--- src/rtl/serial_addsub_unit.sv ---
// Digit-serial adder/subtractor: one DIGIT-bit slice with a registered carry, LSB first.
// Result, borrow/carry and signed overflow are registered together on the final digit.
module serial_addsub_unit #(
    parameter int unsigned WIDTH = 8,
    parameter int unsigned DIGIT = 1
) (
    input  logic             clk,
    input  logic             rst_n,
    input  logic             start,
    input  logic             mode,
    input  logic [WIDTH-1:0] a,
    input  logic [WIDTH-1:0] b,
    output logic [WIDTH:0]   sum,
    output logic             busy,
    output logic             done,
    output logic             ovf
);

    localparam int unsigned N    = WIDTH / DIGIT;
    localparam int unsigned CntW = (N > 1) ? $clog2(N) : 1;

    if (DIGIT == 0) begin : g_digit_check
        $error("DIGIT must be at least 1");
    end else if (WIDTH < 2 || (WIDTH % DIGIT) != 0) begin : g_width_check
        $error("WIDTH must be >= 2 and a multiple of DIGIT");
    end

    typedef enum logic [0:0] {StIdle, StShift} state_e;

    state_e            state_q, state_d;
    logic [WIDTH-1:0]  sa_q, sa_d;
    logic [WIDTH-1:0]  sb_q, sb_d;
    logic [WIDTH-1:0]  r_q, r_d;
    logic              carry_q, carry_d;
    logic [CntW-1:0]   cnt_q, cnt_d;
    logic              mode_q, mode_d;
    logic              a_msb_q, a_msb_d;
    logic              b_msb_q, b_msb_d;
    logic [WIDTH:0]    sum_q, sum_d;
    logic              ovf_q, ovf_d;
    logic              done_q, done_d;

    logic [DIGIT:0]       slice;
    logic [WIDTH+DIGIT-1:0] r_cat;
    logic [WIDTH-1:0]     r_shift;

    always_ff @(posedge clk or negedge rst_n) begin
        if (!rst_n) begin
            state_q <= StIdle;
            sa_q    <= '0;
            sb_q    <= '0;
            r_q     <= '0;
            carry_q <= 1'b0;
            cnt_q   <= '0;
            mode_q  <= 1'b0;
            a_msb_q <= 1'b0;
            b_msb_q <= 1'b0;
            sum_q   <= '0;
            ovf_q   <= 1'b0;
            done_q  <= 1'b0;
        end else begin
            state_q <= state_d;
            sa_q    <= sa_d;
            sb_q    <= sb_d;
            r_q     <= r_d;
            carry_q <= carry_d;
            cnt_q   <= cnt_d;
            mode_q  <= mode_d;
            a_msb_q <= a_msb_d;
            b_msb_q <= b_msb_d;
            sum_q   <= sum_d;
            ovf_q   <= ovf_d;
            done_q  <= done_d;
        end
    end

    // The slice result enters at the top of R, so after N digits R holds the full word.
    always_comb begin
        slice   = {1'b0, sa_q[DIGIT-1:0]} + {1'b0, sb_q[DIGIT-1:0]}
                  + {{DIGIT{1'b0}}, carry_q};
        r_cat   = {slice[DIGIT-1:0], r_q} >> DIGIT;
        r_shift = r_cat[WIDTH-1:0];
    end

    always_comb begin
        state_d = state_q;
        sa_d    = sa_q;
        sb_d    = sb_q;
        r_d     = r_q;
        carry_d = carry_q;
        cnt_d   = cnt_q;
        mode_d  = mode_q;
        a_msb_d = a_msb_q;
        b_msb_d = b_msb_q;
        sum_d   = sum_q;
        ovf_d   = ovf_q;
        done_d  = 1'b0;

        unique case (state_q)
            StIdle: begin
                if (start) begin
                    sa_d    = a;
                    sb_d    = mode ? ~b : b;
                    carry_d = mode;
                    cnt_d   = '0;
                    mode_d  = mode;
                    a_msb_d = a[WIDTH-1];
                    b_msb_d = mode ? ~b[WIDTH-1] : b[WIDTH-1];
                    state_d = StShift;
                end
            end
            StShift: begin
                sa_d    = sa_q >> DIGIT;
                sb_d    = sb_q >> DIGIT;
                r_d     = r_shift;
                carry_d = slice[DIGIT];
                cnt_d   = cnt_q + 1'b1;
                if (cnt_q == CntW'(N - 1)) begin
                    // Subtract reports borrow, the inverse of the final carry-out.
                    sum_d   = {mode_q ? ~slice[DIGIT] : slice[DIGIT], r_shift};
                    ovf_d   = (a_msb_q == b_msb_q) && (r_shift[WIDTH-1] != a_msb_q);
                    done_d  = 1'b1;
                    state_d = StIdle;
                end
            end
            default: state_d = StIdle;
        endcase
    end

    assign sum  = sum_q;
    assign ovf  = ovf_q;
    assign done = done_q;
    assign busy = (state_q == StShift);

endmodule

--- config.mk ---
export PLATFORM = sky130hd
export DESIGN_NAME = serial_addsub_unit
export DESIGN_NICKNAME = d
export VERILOG_FILES = /design/src/rtl/serial_addsub_unit.sv
export SDC_FILE = /design/constraint.sdc
export NUM_CORES = 1
export LEC_CHECK = 0
export BUFFER_PORTS_ARGS = -buffer_cell sky130_fd_sc_hd__buf_2
export CAP_MARGIN = 20
export CORE_ASPECT_RATIO = 1.5
export CORE_MARGIN = 4
export CORE_UTILIZATION = 45
export DETAILED_ROUTE_END_ITERATION = 10
export GPL_ROUTABILITY_DRIVEN = 1
export GPL_TIMING_DRIVEN = 0
export PLACE_DENSITY_LB_ADDON = 0.3
export SYNTH_ARGS = -nofsm -noshare
export SYNTH_HDL_FRONTEND = slang
export SYNTH_SLANG_ARGS = --single-unit
--- constraint.sdc ---
create_clock -name clk -period 1.6 [get_ports clk]
set_input_delay 0.32 -clock clk [delete_from_list [all_inputs] [get_ports clk]]
set_output_delay 0.32 -clock clk [all_outputs]
set_load 0.005 [all_outputs]
==> impl_metrics.py, run 1 <==
metrics = {
    "outcome": {
        "status": "completed",
    },
    "finish": {
        "final_cells": 229,
        "drive_above_1_share_pct": 33.70,
        "layout_common_cells": "dfrtp_1 (42), buf_2 (30), nand2_1 (18)",
        "nets": 207,
        "diodes": 0,
        "area_growth_pct": 17.00,
        "final_core_util_pct": 54.98,
        "layout_commonest_cell": "dfrtp_1",
        "design_area_mm2": 0.002196,
    },
    "clock_tree": {
        "cts_htree_levels": 2,
        "worstSkewPairLatency_ns": 0.29,
        "cts_setup_buffers": 0,
        "cts_hold_buf": 0,
        "cts_sinks": 42,
        "cts_buffer_depth": 2,
        "clk_pin_slew_ns": 0.08,
        "cts_root_buffer": "clkbuf_8",
        "cts_tree": "done",
        "postCtsResizedCells": 0,
        "cts_made_buffers": 5,
    },
    "floorplanning": {
        "fp.dieW_um": 60.73,
        "dieArea_mm2": 0.005289,
        "io_pins": 32,
        "core_mm2": 0.003994,
        "rows": 28,
        "start_util_pct": 46.99,
        "die_h_um": 87.10,
    },
    "sta": {
        "rsz0062_at_grt": "false",
        "clock_skew_ns": 0.01097,
        "drv_slew": 0,
        "tightest_slew_ns": 0.9115,
        "max_clock_freq_mhz": 662.3,
        "hold_viol": 0,
        "fin_crit_sh_pct": 94.36,
        "period_minus_slack_ns": 1.510,
        "maxSlewHeadroom_pct": 39.23,
        "setup_tns_ns": 0,
        "setup_viol": 0,
    },
    "yosys": {
        "yosys_warnings": 0,
        "ys_seq_area_share_pct": 56.00,
        "syn-cell-area_mm2": 0.001877,
        "synthCells": 147,
        "synth.distinct_cells": 23,
        "syn_nets": 170,
        "synth_area_per_cell_um2": 12.77,
        "ys_seq_elements": 42,
    },
    "place": {
        "gp_congestion": 0.7801,
        "dp.cells": 222,
        "place_hpwl_um": 2519,
        "place_area_mm2": 0.002083,
        "port_buffers": 30,
    },
    "global_routing": {
        "grt_antenna_before_repair": 0,
        "track_usage_pct": 14.99,
        "grt_remaining_overflow": 0,
        "grt_max_degree": 43,
        "grt_first_pass_wirelength_um": 5982,
        "grt_pass1_vias": 1327,
    },
    "setup_path": {
        "critPathKind": "reg2reg",
        "cp_max_fo": 4,
        "cpMaxStageDelayCell": "fa_1",
        "max_stage_delay_ns": 0.62,
        "crit_arrival_ns": 1.69,
        "crit_chain": "fa_1 -> and3b_1 -> a21oi_1 -> o21ai_0",
        "cp-start-kind": "flop",
        "required_ns": 1.78,
        "cp-end-kind": "flop",
    },
    "drt": {
        "drt-initial-drc-count": 28,
        "final_antenna_net_count": 0,
        "wire_per_inst_um": 14.75,
        "first_pass_iters": 5,
        "vias_per_cell": 5.135,
        "drt-total-wl_um": 3378,
        "vias": 1176,
        "route.detailed.drc": 0,
    },
    "power_and_ir_drop": {
        "clkPwrFrac_pct": 21.0,
        "combPwrFrac_pct": 34.9,
        "swShare_pct": 30.71,
        "internal-power_uw": 2778,
        "powerDensity_mw_per_mm2": 1826,
        "p_switching_uw": 1231,
        "peakVddDrop_mv": 0.9474,
        "seqPwrFrac_pct": 44.1,
        "p_leak_uw": 0.001119,
    },
    "hold_path": {
        "hold_path.class": "in2async",
    },
    "run": {
        "max_cap_viol_count": 0,
    },
}
-- critical path: cells and delay by family, from the launching register on --
family                   cells  cell delay, ns
adder cells (fa/ha/maj)      1            0.62
flip-flops                   1            0.40
AND/OR/NAND/NOR              1            0.19
AO/OA/AOI/OAI                2            0.18
-- final timing paths --
path / from / endpoint / slack, ns / cells past startpoint
worst max-delay path: sa_q[0]$_DFFE_PN0P_ / ovf$_DFFE_PN0P_ / 0.09 / 4
worst min-delay path: rst_n / sum[7]$_DFFE_PN0P_ / 0.16 / 1
worst max register to register: sa_q[0]$_DFFE_PN0P_ / ovf$_DFFE_PN0P_ / 0.09 / 4
worst min register to register: sum[8]$_DFFE_PN0P_ / sum[8]$_DFFE_PN0P_ / 0.49 / 2
max in group asynchronous: rst_n / carry_q$_DFFE_PN0P_ / 0.87 / 1
min in group clk: a[7] / a_msb_q$_DFFE_PN0P_ / 0.28 / 2
-- power by group through the flow --
stage                     logic [uW]  registers (uW)  clock network [uW]
final                           1400            1770                 842
after global routing            1590            1830                 920
after CTS                       1440            1770                 868
after detailed placement        1440            1790                   0
after global placement          1360            1770                   0
after floorplan                 1020            1740                   0
-- layout make-up --
type / instances / area [um^2]
buffer: 9 / 71.32
clock buffer: 6 / 82.58
clock inverter: 1 / 30.03
fill: 369 / 1798
inverter: 1 / 3.754
multi-input combinational: 95 / 750.7
sequential: 42 / 1051
tap: 45 / 56.30
timing repair buffer: 30 / 150.1
-- kinds of logic after synthesis --
kind of cell / Yosys count / share of synthesized area, %
flops: 42 / 56.00
mux: 34 / 20.27
simple gates: 27 / 6.733
compound gates: 22 / 6.400
buf+inv: 10 / 3.999
xor+xnor: 9 / 4.200
fa+ha+maj: 3 / 2.400
-- synthesized netlist by cell type (all sizes together) --
cell type  instances  area (um^2)
nand2             19        78.82
nand2b             2        20.02
dfrtp             42         1051
nor2               5        18.77
fa                 1        20.02
xor2               7        61.31
buf                6        60.05
a22o               2        17.52
mux2i             17        170.2
a21oi              1        5.000
mux2              17        210.2
and3b              1        8.760
o21ai             18        90.08
a211oi             1        7.510
ha                 2        25.02
inv                1        3.750
clkbuf             3        11.26
xnor2              2        17.52
-- through the flow --
step | power (uW) | setup WS, ns | hold WS [ns]
6_report | 4009 | 0.09021 | 0.1558
5_1_grt | 4331 | 0.03936 | 0.2347
4_1_cts | 4080 | 0.07792 | 0.1838
3_3_place_gp | 3127 | 0.1133 | 0.4618
3_5_place_dp | 3229 | 0.08872 | 0.4720
2_1_floorplan | 2770 | 0.1889 | 0.02441
-- state kept, by name, indices dropped and copies added, names as in the netlist, 3 cells and up --
register  cells
r_q           7
sb_q          8
sum           9
sa_q          8
cnt_q         3
-- per-layer routing --
metal / track usage (%) / part of all wire [%] / vias up
met5: 0 / 0 / -
met4: 4.734 / 1.5 / 0
met3: 4.451 / 5.6 / 6
met2: 25.61 / 52 / 30
met1: 17.65 / 41 / 570
li1: - / - / 570
(Power assumes the default switching activity.)
==> run 2, diff against run 1 <==
- CTS_BUF_LIST: unset -> sky130_fd_sc_hd__clkbuf_2
==> run 2 against run 1 <==
Global-route usage rose by 0.45 points. Utilization shrank 1.3 points. Routed wire length grew 1.0%. Cell area is 2.5% lower. Count of clock-buffer cells in the layout down 1. Critical path depth unchanged. Worst setup slack gained 0.0018 ns. Register-to-register slack about the same. Hold slack lost 0.15 ns. Critical path type unchanged. Highest routed layer unchanged.
==> impl_metrics.py, run 2 (synthesized netlist as in run 1, its figures left out) <==
metrics = {
    "power_and_ir_drop": {
        "p_leak_uw": 0.001098,
        "internal-power_uw": 2524,
        "powerDensity_mw_per_mm2": 1747,
        "combPwrFrac_pct": 37.5,
        "peakVddDrop_mv": 1.072,
        "clkPwrFrac_pct": 15.4,
        "p_switching_uw": 1217,
        "seqPwrFrac_pct": 47.1,
        "swShare_pct": 32.54,
    },
    "drt": {
        "drt-initial-drc-count": 27,
        "route.detailed.drc": 0,
        "final_antenna_net_count": 0,
        "first_pass_iters": 4,
        "wire_per_inst_um": 14.90,
        "vias": 1177,
        "vias_per_cell": 5.140,
        "drt-total-wl_um": 3412,
    },
    "sta": {
        "clock_skew_ns": 0.02463,
        "tightest_slew_ns": 0.9086,
        "fin_crit_sh_pct": 94.25,
        "setup_slack_ns": 0.09203,
        "setup_tns_ns": 0,
        "setup_viol": 0,
        "maxSlewHeadroom_pct": 39.42,
        "period_minus_slack_ns": 1.508,
        "rsz0062_at_grt": "false",
        "hold_viol": 0,
        "max_clock_freq_mhz": 663.1,
        "drv_slew": 0,
    },
    "setup_path": {
        "cp-start-kind": "flop",
        "crit_start": "sa_q[0]$_DFFE_PN0P_",
        "critPathKind": "reg2reg",
        "critPathCapture": "ovf$_DFFE_PN0P_",
        "rrSetupSlack_ns": 0.09,
        "timing.rr.end": "ovf$_DFFE_PN0P_",
        "r2r_start": "sa_q[0]$_DFFE_PN0P_",
        "crit_arrival_ns": 1.83,
        "required_ns": 1.92,
        "cp-end-kind": "flop",
        "r2r.worst_path.cells": 4,
        "cp_max_fo": 4,
    },
    "clock_tree": {
        "cts_htree_levels": 2,
        "cts_root_buffer": "clkbuf_2",
        "postCtsResizedCells": 0,
        "worstSkewPairLatency_ns": 0.41,
        "clk_pin_slew_ns": 0.21,
        "cts_buffer_depth": 2,
        "cts_hold_buf": 0,
        "cts_setup_buffers": 0,
        "cts_sinks": 42,
        "cts_made_buffers": 5,
        "cts_tree": "done",
    },
    "floorplanning": {
        "start_util_pct": 46.99,
        "core_mm2": 0.003994,
        "fp.dieW_um": 60.73,
        "die_h_um": 87.10,
        "dieArea_mm2": 0.005289,
        "rows": 28,
        "io_pins": 32,
    },
    "finish": {
        "final_cells": 229,
        "area_growth_pct": 14.13,
        "layout_common_cells": "dfrtp_1 (42), buf_2 (30), nand2_1 (18)",
        "diodes": 0,
        "largest_reg_flops": 9,
        "layout_commonest_cell": "dfrtp_1",
        "nets": 207,
        "drive_above_1_share_pct": 33.15,
    },
    "global_routing": {
        "grt_first_pass_wirelength_um": 6058,
        "grt_pass1_vias": 1338,
        "grt_antenna_before_repair": 0,
        "grt_remaining_overflow": 0,
        "track_usage_pct": 15.44,
        "grt_max_degree": 43,
    },
    "place": {
        "place_hpwl_um": 2519,
        "port_buffers": 30,
        "dp.cells": 222,
        "gp_congestion": 0.7801,
        "detailedPlace.worstSlack_ns": 0.08872,
    },
    "hold_path": {
        "hold_path.class": "in2async",
    },
    "run": {
        "max_cap_viol_count": 0,
    },
    "outcome": {
        "status": "completed",
    },
}
run 2: changes by cell type in the layout (fill, tap and decap cells not counted):
cell	delta
clkbuf_8	-6
clkbuf_2	+5
clkinv_1	+1
run 2: critical path, cell delays in order, from the launching register on:
cell     delay [ns]
dfrtp_1        0.44
fa_1           0.62
and3b_1        0.19
a21oi_1        0.10
o21ai_0        0.08
run 2: final cells by class:
class / count / area [um^2]
fill: 377 / 1852
sequential: 42 / 1051
multi-input combinational: 95 / 750.7
timing repair buffer: 30 / 150.1
buffer: 9 / 71.32
tap: 45 / 56.30
clock inverter: 2 / 33.78
clock buffer: 5 / 25.02
inverter: 1 / 3.754
run 2: per-layer routing:
layer	GRT usage [%]	up-vias	wire [um]
met5	0	-	0
met4	6.114	0	63
met3	5.786	8	216
met2	25.22	30	1762
met1	17.94	566	1369
li1	-	573	-
run 2: through the flow:
step | cell area (um^2) | hold WS, ns | util (%) | total power, uW
final | 2142 | 0.006142 | 53.63 | 3741
after global placement | 2083 | 0.4618 | 52.16 | 3127
after global routing | 2142 | 0.04866 | 53.63 | 4063
after floorplan | 1877 | 0.02441 | - | 2770
after detailed placement | 2083 | 0.4720 | 52.16 | 3229
after CTS | 2142 | 0.02573 | 53.63 | 3802
run 2: worst min-delay path by stage:
stage / start / depth (start not counted) / to
4_1_cts: rst_n / 1 / sum[7]$_DFFE_PN0P_
6_report: rst_n / 1 / sum[7]$_DFFE_PN0P_
3_3_place_gp: ovf$_DFFE_PN0P_ / 2 / ovf$_DFFE_PN0P_
5_1_grt: rst_n / 1 / sum[4]$_DFFE_PN0P_
2_1_floorplan: rst_n / 0 / a_msb_q$_DFFE_PN0P_
3_5_place_dp: sum[8]$_DFFE_PN0P_ / 2 / sum[8]$_DFFE_PN0P_
run 2: power groups by stage:
stage	logic (uW)	clock network [uW]	registers, uW
CTS	1440	595	1770
detailed placement	1440	0	1790
finish	1400	577	1760
global route	1590	656	1820
global placement	1360	0	1770
floorplan	1020	0	1740
==> run 3, diff against run 2 <==
- ABC_AREA: unset -> 1
- CTS_CLUSTER_DIAMETER: unset -> 100
==> run 3 against run 2 <==
Combinational power decreased by 6%. Sequential cell count unchanged. Register-to-register slack improved by 0.09 ns. Utilization increased by 0.094 points. Count of clock-buffer cells in the layout unchanged. Area after synthesis decreased by 0.40%. Non-clock buffer count increased by 1. Critical endpoint is now sum[1]$_DFFE_PN0P_. Clock skew decreased by 0.020 ns. Sequential power decreased by 3%. Fmax increased by 6.7%.
==> impl_metrics.py, run 3 <==
metrics = {
    "outcome": {
        "status": "completed",
    },
    "sta": {
        "rsz0062_at_grt": "false",
        "period_minus_slack_ns": 1.413,
        "whs_ns": 0.02530,
        "hold_viol": 0,
        "fin_crit_sh_pct": 88.33,
        "setup_viol": 0,
        "drv_slew": 0,
        "setup_slack_ns": 0.1867,
        "setup_tns_ns": 0,
        "clock_skew_ns": 0.005113,
        "tightest_slew_ns": 0.9151,
        "max_clock_freq_mhz": 707.5,
        "maxSlewHeadroom_pct": 38.99,
    },
    "setup_path": {
        "cp-end-kind": "flop",
        "critPathKind": "reg2reg",
        "path_common_cell": "ha_1",
        "cp_max_fo": 10,
        "cp-start-kind": "flop",
        "worst_path_dominant_cell_family": "flip-flops",
        "required_ns": 1.90,
        "cpMaxStageDelayCell": "dfrtp_1",
        "max_stage_delay_ns": 0.43,
        "crit_arrival_ns": 1.71,
        "path_buf_inv": 1,
        "crit_chain": "ha_1 -> ha_1 -> nand2_2 -> buf_2 -> o21ai_0",
    },
    "drt": {
        "wire_per_inst_um": 11.64,
        "final_antenna_net_count": 0,
        "dr_wl_met2_um": 1765,
        "route.detailed.drc": 0,
        "drt-total-wl_um": 3445,
        "maxUsedRoutingLayer": "met4",
        "wl_met1_um": 1452,
        "vias": 1453,
        "vias_per_cell": 4.909,
        "first_pass_iters": 4,
        "wl_met3_um": 178,
        "drt-initial-drc-count": 47,
    },
    "yosys": {
        "yosys.area_share.simple_pct": 27.91,
        "synth_ff_type": "dfrtp_1",
        "synth_top_area_share_pct": 56.22,
        "synth.area.mux_share_pct": 0.6024,
        "ys_seq_area_share_pct": 56.22,
        "synth_edf_count": 0,
        "ys_seq_elements": 42,
        "synth_xor_area_share_pct": 0.4685,
        "netlist_top_cells_area": "dfrtp_1 (56%), nand2_1 (18%), nand3_1 (5.9%)",
        "synth.distinct_cells": 19,
        "synth_area_per_cell_um2": 8.817,
        "synth.most_common_cell": "nand2_1",
        "synth_area_leader_cell": "dfrtp_1",
        "synth_fa_ha_area_share_pct": 2.410,
        "synthCells": 212,
        "synth_compound_area_share_pct": 4.819,
        "synth_common_cells": "nand2_1 (89), dfrtp_1 (42), nand3_1 (22), o21ai_0 (18), inv_1 (17)",
        "async_flop_share_pct": 100.0,
        "yosys_warnings": 0,
        "syn_nets": 235,
        "syn-cell-area_mm2": 0.001869,
        "synth_top_family_by_area": "simple AND/OR/NAND/NOR gates",
    },
    "global_routing": {
        "grt_remaining_overflow": 0,
        "track_usage_pct": 15.26,
        "grt_antenna_before_repair": 0,
        "grt_pass1_vias": 1417,
        "grt_max_degree": 43,
        "grt_first_pass_wirelength_um": 6085,
    },
    "run": {
        "max_cap_viol_count": 0,
    },
    "clock_tree": {
        "cts_sinks": 42,
        "cts_hold_buf": 0,
        "clk_pin_slew_ns": 0.20,
        "cts_tree": "done",
        "cts_made_buffers": 5,
        "postCtsResizedCells": 0,
        "cts_buffer_depth": 2,
        "cts_root_buffer": "clkbuf_2",
        "cts_setup_buffers": 0,
        "cts_htree_levels": 2,
        "worstSkewPairLatency_ns": 0.39,
    },
    "finish": {
        "nets": 273,
        "layout_commonest_cell": "nand2_1",
        "largest_reg_flops": 9,
        "diodes": 0,
        "layout_common_cells": "nand2_1 (89), dfrtp_1 (42), buf_2 (36)",
        "area_growth_pct": 14.79,
        "fillers": 407,
        "design_area_mm2": 0.002146,
        "drive_above_1_share_pct": 22.71,
    },
    "floorplanning": {
        "rows": 28,
        "die_h_um": 86.94,
        "core_mm2": 0.003994,
        "start_util_pct": 46.80,
        "fp.dieW_um": 60.63,
        "dieArea_mm2": 0.005270,
        "io_pins": 32,
    },
    "power_and_ir_drop": {
        "peakVddDrop_mv": 0.8851,
        "p_leak_uw": 0.001184,
        "powerDensity_mw_per_mm2": 1692,
        "power.total_uw": 3631,
    },
    "place": {
        "place_area_mm2": 0.002081,
        "gp_congestion": 0.7660,
        "place_hpwl_um": 2458,
        "detailedPlace.worstSlack_ns": 0.1887,
        "port_buffers": 31,
    },
    "hold_path": {
        "hold_path.class": "in2async",
    },
}
-- run 3: through the flow --
stage               std cells  utilization [%]
finish                    296            53.73
global route              296            53.73
CTS                       296            53.73
detailed placement        288            52.10
global placement          288            52.10
floorplan                 212                -
-- run 3: path summary, 6_finish.rpt --
path	to	cells after the start	slack [ns]	start
max in group asynchronous	r_q[2]$_DFFE_PN0P_	1	1.02	rst_n
worst min-delay path	cnt_q[2]$_DFFE_PN0P_	1	0.03	rst_n
min in group clk	sa_q[2]$_DFFE_PN0P_	3	0.11	a[2]
worst min register to register	sum[0]$_DFFE_PN0P_	2	0.51	sum[0]$_DFFE_PN0P_
worst max-delay path	sum[1]$_DFFE_PN0P_	5	0.19	cnt_q[0]$_DFFE_PN0P_
worst max register to register	sum[1]$_DFFE_PN0P_	5	0.19	cnt_q[0]$_DFFE_PN0P_
-- run 3: cells by family (layout without fill, tap and decap cells) --
group,count (synthesis),count (layout)
xor+xnor,1,1
buf+inv,27,66
fa+ha+maj,3,3
simple gates,120,120
flops,42,42
compound gates,18,18
mux,1,1
-- run 3: final cells by class --
type	count	area, um^2	area share (%)
Buffer	9	73.82	3.440
Inverter	18	67.56	3.149
Tap cell	45	56.30	2.624
Multi-Input combinational cell	143	676.9	31.55
Timing Repair Buffer	31	155.1	7.230
Sequential cell	42	1051	48.98
Clock inverter	3	40.04	1.866
Clock buffer	5	25.02	1.166
-- run 3: per-layer routing --
| metal | up-vias | global-route usage [%] |
|---|---|---|
| met5 | - | 0 |
| met4 | 0 | 4.734 |
| met3 | 5 | 4.896 |
| met2 | 31 | 26.39 |
| met1 | 682 | 17.46 |
| li1 | 735 | - |
-- run 3: power by group --
part | internal [uW] | switching (uW) | leakage, uW
logic | 566 | 753 | 0.000599
registers | 1490 | 219 | 0.000542
clock network | 259 | 347 | 0.0000427
-- run 3: worst register-to-register path, cell delays in order, from the launching register on --
cell	delay (ns)
dfrtp_1	0.43
ha_1	0.20
ha_1	0.19
nand2_2	0.17
buf_2	0.22
o21ai_0	0.11
